[src/rtl/readback_pkg.sv]
// Shared types and constants for the register readback serializer.
// Define READBACK_HEADER_EN to prefix every transfer with a select header byte.
package readback_pkg;

    typedef enum logic [1:0] {
        IDLE   = 2'd0,
        SEND   = 2'd1,
        FINISH = 2'd2
    } state_t;

    localparam logic [1:0] SEL_FLAGS   = 2'd0;
    localparam logic [1:0] SEL_DIVIDER = 2'd1;
    localparam logic [1:0] SEL_COUNT   = 2'd2;
    localparam logic [1:0] SEL_ID      = 2'd3;

    localparam logic HEADER_MSB = 1'b1;

`ifdef READBACK_HEADER_EN
    localparam int NUM_BYTES = 5;
    localparam int CNT_W     = 3;
`else
    localparam int NUM_BYTES = 4;
    localparam int CNT_W     = 2;
`endif

    localparam int SHIFT_W = NUM_BYTES * 8;

    function automatic logic [7:0] header_byte(input logic [1:0] sel);
        return {HEADER_MSB, 5'b00000, sel};
    endfunction

endpackage

[src/rtl/rb_byte_shifter.sv]
// Load/shift register that presents one byte at a time, low byte first,
// with a byte counter flagging the last byte of the transfer.
module rb_byte_shifter
    import readback_pkg::*;
(
    input  logic               clk,
    input  logic               rst,
    input  logic               load,
    input  logic               shift,
    input  logic [SHIFT_W-1:0] load_word,
    output logic [7:0]         low_byte,
    output logic               last
);

    logic [SHIFT_W-1:0] shift_q;
    logic [CNT_W-1:0]   count_q;

    always_ff @(posedge clk or posedge rst) begin
        if (rst) begin
            shift_q <= '0;
            count_q <= '0;
        end else if (load) begin
            shift_q <= load_word;
            count_q <= '0;
        end else if (shift) begin
            shift_q <= shift_q >> 8;
            count_q <= count_q + 1'b1;
        end
    end

    assign low_byte = shift_q[7:0];
    assign last     = (count_q == CNT_W'(NUM_BYTES - 1));

endmodule

[src/rtl/reg_readback.sv]
// Snapshots a selected 32-bit register and streams it out byte by byte over a
// valid/ready link. Optional header byte when READBACK_HEADER_EN is defined.
// Handshake: a byte moves on a rising edge where tx_valid and tx_ready are both
// high; tx_valid never drops and tx_data never changes until that happens.
module reg_readback
    import readback_pkg::*;
#(
    parameter logic [31:0] ID_WORD = 32'h534C4131
) (
    input  logic        clk,
    input  logic        rst,
    input  logic        cmd_read,
    input  logic [1:0]  cmd_sel,
    input  logic [31:0] flags_reg,
    input  logic [31:0] divider_reg,
    input  logic [31:0] count_reg,
    output logic [7:0]  tx_data,
    output logic        tx_valid,
    input  logic        tx_ready,
    output logic        busy,
    output logic        done,
    output logic        overrun,
    output state_t      fsm_state
);

    state_t             state;
    state_t             state_next;
    logic [31:0]        sel_word;
    logic [SHIFT_W-1:0] load_word;
    logic               load;
    logic               shift;
    logic               last;
    logic [7:0]         low_byte;

    always_comb begin
        sel_word = ID_WORD;
        unique case (cmd_sel)
            SEL_FLAGS:   sel_word = flags_reg;
            SEL_DIVIDER: sel_word = divider_reg;
            SEL_COUNT:   sel_word = count_reg;
            SEL_ID:      sel_word = ID_WORD;
            default:     sel_word = ID_WORD;
        endcase
    end

`ifdef READBACK_HEADER_EN
    assign load_word = {sel_word, header_byte(cmd_sel)};
`else
    assign load_word = sel_word;
`endif

    assign load  = (state == IDLE) && cmd_read;
    assign shift = (state == SEND) && tx_ready;

    rb_byte_shifter u_shifter (
        .clk       (clk),
        .rst       (rst),
        .load      (load),
        .shift     (shift),
        .load_word (load_word),
        .low_byte  (low_byte),
        .last      (last)
    );

    always_ff @(posedge clk or posedge rst) begin
        if (rst) state <= IDLE;
        else     state <= state_next;
    end

    always_comb begin
        state_next = state;
        case (state)
            IDLE:    if (cmd_read) state_next = SEND;
            SEND:    if (tx_ready && last) state_next = FINISH;
            FINISH:  state_next = IDLE;
            default: state_next = IDLE;
        endcase
    end

    always_comb begin
        tx_valid = 1'b0;
        tx_data  = 8'h00;
        busy     = 1'b0;
        done     = 1'b0;
        case (state)
            SEND: begin
                tx_valid = 1'b1;
                tx_data  = low_byte;
                busy     = 1'b1;
            end
            FINISH:  done = 1'b1;
            default: ;
        endcase
    end

    // Requests outside IDLE are dropped; remember that one was lost.
    always_ff @(posedge clk or posedge rst) begin
        if (rst)                              overrun <= 1'b0;
        else if (cmd_read && state != IDLE)   overrun <= 1'b1;
    end

    assign fsm_state = state;

endmodule
[config.mk]
export PLATFORM = sky130hd
export DESIGN_NAME = reg_readback
export DESIGN_NICKNAME = d
export VERILOG_FILES = /design/src/rtl/readback_pkg.sv /design/src/rtl/rb_byte_shifter.sv /design/src/rtl/reg_readback.sv
export SDC_FILE = /design/constraint.sdc
export NUM_CORES = 1
export LEC_CHECK = 0
export CAP_MARGIN = 20
export CORE_ASPECT_RATIO = 1.4
export CORE_MARGIN = 4
export CORE_UTILIZATION = 37
export CTS_CLUSTER_SIZE = 25
export DETAILED_ROUTE_END_ITERATION = 8
export GPL_TIMING_DRIVEN = 0
export PLACE_DENSITY = 0.74
export SYNTH_ARGS = -nofsm -noshare
export SYNTH_HDL_FRONTEND = slang
export SYNTH_SLANG_ARGS = --single-unit
export TNS_END_PERCENT = 20
[constraint.sdc]
create_clock -name clk -period 1.4 [get_ports clk]
set_clock_uncertainty 0.1 [all_clocks]
set_input_delay 0.28 -clock clk [delete_from_list [all_inputs] [get_ports clk]]
set_output_delay 0.28 -clock clk [all_outputs]
set_load 0.005 [all_outputs]
==> results.txt <==
The net switching share of the total power is 33.8%. The number of nets still failing antenna checks after routing was 0. The die is 102 µm tall. The final count of negative-setup-slack endpoints is 48.

At the pin with the least slew margin, the transition time is 0.724 ns. The biggest area contributor in the post-synthesis netlist is dfrtp_1. At the placement stage, the worst setup path has a slack of -0.723 ns. The area added between synthesis and finish was 79.7%; the required time at the endpoint of the critical path was 1.47 ns. The cell sitting at the root of the clock tree is a clkbuf_8. The logs give 5.89 mW for the post-route total power and 481 for the net count of the finished layout. Counting flops with a built-in enable in the synthesized netlist gives 0.

The smallest clock period supported by the final layout is computed as 1.83 ns. For the worst hold slack, the log shows 0.304 ns. In this run, post-CTS hold repair placed 0 buffers. Of the total power, the clock network draws 13.0%.

After global routing the overflow that remains totals 0. In this run the number of H-tree levels came out at 2. Derived from the worst setup path, the maximum achievable clock frequency is 547 MHz. The max-slew violation count was 0.

The critical-path maximum fanout came out at 10. During I/O placement, the number of pins put on the boundary was 116. The fraction of power consumed by combinational cells came out at 55.7%.

The most common cell in the synthesized netlist is dfrtp_1. The clock passes through at most 2 buffers. Across the run, the number of max-cap violations was 0. TritonCTS built the clock tree.

The data arrival time of the critical path was 1.90 ns; the count of yosys warnings during synthesis was 0. The power density over cell area came out at 1390 mW/mm². The all-layer global routing usage is 20.0%.

In this run the top signal layer used is met4. After synthesis, flip-flops and latches occupy 39.3% of the total area. For the maximum VDD drop, the log shows 0.638 mV. The TritonCTS buffer count is 5, and the least setup slack across all paths after layout is -0.430 ns. Walking the worst path, the cells encountered are buf_6, or3b_4, buf_12, buf_12, a221oi_4, a31oi_1. Synthesis produced a netlist with a net count of 337. On the critical path, the stage with the largest delay is an instance of or3b_4. Most used flip-flop cell after synthesis: dfrtp_1. After detailed routing, the number of vias per cell comes to 5.41.

Routability-driven placement finished with a final weighted congestion of 0.781. The number of placed instances, taps included, is 421. Summed over all nets, wire length on met3 after detailed routing comes to 392 µm.

The core region area was 0.00621 mm². The share of cells above drive strength 1 was 32.3%. The checks that failed: setup timing.

The standby leakage power came out at 1.74 nW. The first global-routing pass estimated 11600 µm of wire. The number of antenna violations at the first check in global routing was 0; the number of standard-cell rows in the floorplan was 34.

The run finished, with violations left. The routed design has 7970 µm of wire. The die boundary width was 75.5 µm. The die area was 0.00773 mm²; the top-area cell type share of the netlist area was 39.3%.

Counting stages on the worst path, the most repeated cell is buf_12. After synthesis, the cell types taking the most area are dfrtp_1 (39%), mux2_2 (10%), nand2_1 (5.6%). In this design, the stage delay of the slowest critical-path cell is 0.45 ns. The maximum number of pins on one net before global-route repair came out at 23.

The number of flip-flops and latches in the synthesized netlist is 37, and the number of buffer cells added on primary ports is 114. The number of failing hold endpoints at the final stage was 0. In the synthesized netlist, the cells that appear most often are dfrtp_1 (37), nand2_1 (35), mux2_2 (21), a31oi_1 (16).

Detailed placement ended at an HPWL of 5890 µm. In the final routed layout, each cell accounts on average for 17.7 µm. The type of the worst setup path was register to register. For the proportion of power drawn by flip-flops and latches, the log shows 31.3%. In the final routing, the length of wire on met1 measures 2880 µm.

The worst path buffer plus inverter count came out at 3. Measured against its own limit, the worst slew margin works out to 51.7%. The worst hold path belongs to the class input port to asynchronous set/reset pin.

The routed layout has 2434 vias. Leaving out filler cells and counting taps, the final layout contains 450. Category of the worst setup path capture point: a register. The number of antenna diodes in the final layout is 0. After detailed routing, the number of remaining DRC violations is 0.

Setup repair after global routing could not meet its margin everywhere. In this run the power spent charging and discharging nets is 1.99 mW. The number of detailed-routing iterations run before antenna repair was 4; the mean instance size in the synthesized netlist was 10.1 µm².

Clock-pin slew was measured on the worst setup and hold paths at 0.07 ns. Gate count after technology mapping: 234. For the iteration-0 DRC count of the detailed router, the log shows 135.

The netlist uses 35 different library cells. Grouping stages by cell kind, the critical path spends the most delay in simple AND/OR/NAND/NOR gates. The initial utilization of the core area, before any placement, comes to 38.0%. The clock reaches the later pin of the worst-skew pair after 0.29 ns. The tools report the sum of met2 wire segment lengths after detailed routing as 4560 µm. The type of element launching the critical path was a register. In this run the cell area of the synthesized design comes to 0.00236 mm². Counting every sink on the clock net gives 37.

The internal power of the cells totals 3.90 mW. After synthesis, the share of flip-flops with an asynchronous set or reset is 100%. Of the available clock period, the critical path in the final layout requires 131%. Via count of the first global-routing pass: 2392.
-- power by group through the flow --
| stage | registers [mW] | logic [mW] | clock network, mW |
|---|---|---|---|
| after global placement | 1.84 | 2.21 | 0 |
| after global routing | 1.89 | 3.54 | 0.811 |
| after floorplan | 1.75 | 1.35 | 0 |
| after detailed placement | 1.85 | 2.28 | 0 |
| after CTS | 1.82 | 2.82 | 0.768 |
| final | 1.84 | 3.28 | 0.766 |
-- stage by stage --
stage          utilization, %  area (µm²)  TNS (ns)
6_report                 68.2        4240    -13.96
5_1_grt                  68.2        4240    -16.48
4_1_cts                  64.7        4020    -13.02
3_5_place_dp             59.2        3680    -26.94
3_3_place_gp             58.8        3650    -47.77
2_1_floorplan               -        2420     -2.57
-- state kept, by name, summed over array words and instances (netlist names) --
register / flops
u_shifter.count_q: 2
u_shifter.shift_q: 32
overrun: 1
fsm_state: 2
-- kinds of logic after synthesis --
logic type	synth area share, %
AND/OR/NAND/NOR	13.3
AO/OA/AOI/OAI	26.9
buffers and inverters	6.10
multiplexers	13.8
flip-flops	39.3
adder cells (fa/ha/maj)	0.530
-- layout make-up --
type                       count  area [µm²]
clock buffer                   7        86.3
multi-input combinational    170        1510
fill                         491        1970
timing repair buffer         137        1420
tap                           72        90.1
buffer                        25         201
sequential                    37         928
inverter                       2        7.51
-- repair_timing --
action | 4_1_cts | 5_1_grt
setup buffers | 12 | 7
setup endpoints to repair | 49 | 48
cloned | 2 | 1
resized for setup | 95 | 30
pin swaps | 11 | 4
-- final timing paths --
path | start | endpoint | slack [ns] | depth (start not counted)
setup / recovery | fsm_state[1]$_DFFE_PP0P_ | u_shifter.shift_q[13]$_DFFE_PP0P_ | -0.43 | 6
hold / removal | rst | overrun$_DFFE_PP0P_ | 0.30 | 2
setup reg to reg | fsm_state[1]$_DFFE_PP0P_ | u_shifter.shift_q[13]$_DFFE_PP0P_ | -0.43 | 6
hold reg to reg | overrun$_DFFE_PP0P_ | overrun$_DFFE_PP0P_ | 0.36 | 1
max in group asynchronous | rst | fsm_state[0]$_DFFE_PP0P_ | 0.33 | 3
min in group clk | overrun$_DFFE_PP0P_ | overrun$_DFFE_PP0P_ | 0.36 | 1
-- layer usage --
layer | vias to the layer above | global-route usage, %
li1 | 1176 | -
met1 | 1172 | 21.8
met2 | 73 | 37.3
met3 | 13 | 3.54
met4 | 0 | 7.54
met5 | - | 0
-- layout by cell type, fill, tap and decap left out, types with 4 or more instances in the layout --
cell type / instances
a211oi_1: 4
a221oi_2: 12
a221oi_4: 4
a22o_1: 5
a31oi_1: 14
and2_4: 6
buf_2: 13
buf_4: 13
buf_6: 20
buf_8: 4
clkbuf_8: 6
clkdlybuf4s50_1: 100
dfrtp_1: 35
mux2_2: 21
mux2i_1: 9
nand2_1: 34
nor2b_1: 5
o21ai_0: 10
o221ai_1: 5
o2bb2ai_1: 10
(Power assumes the default switching activity.)
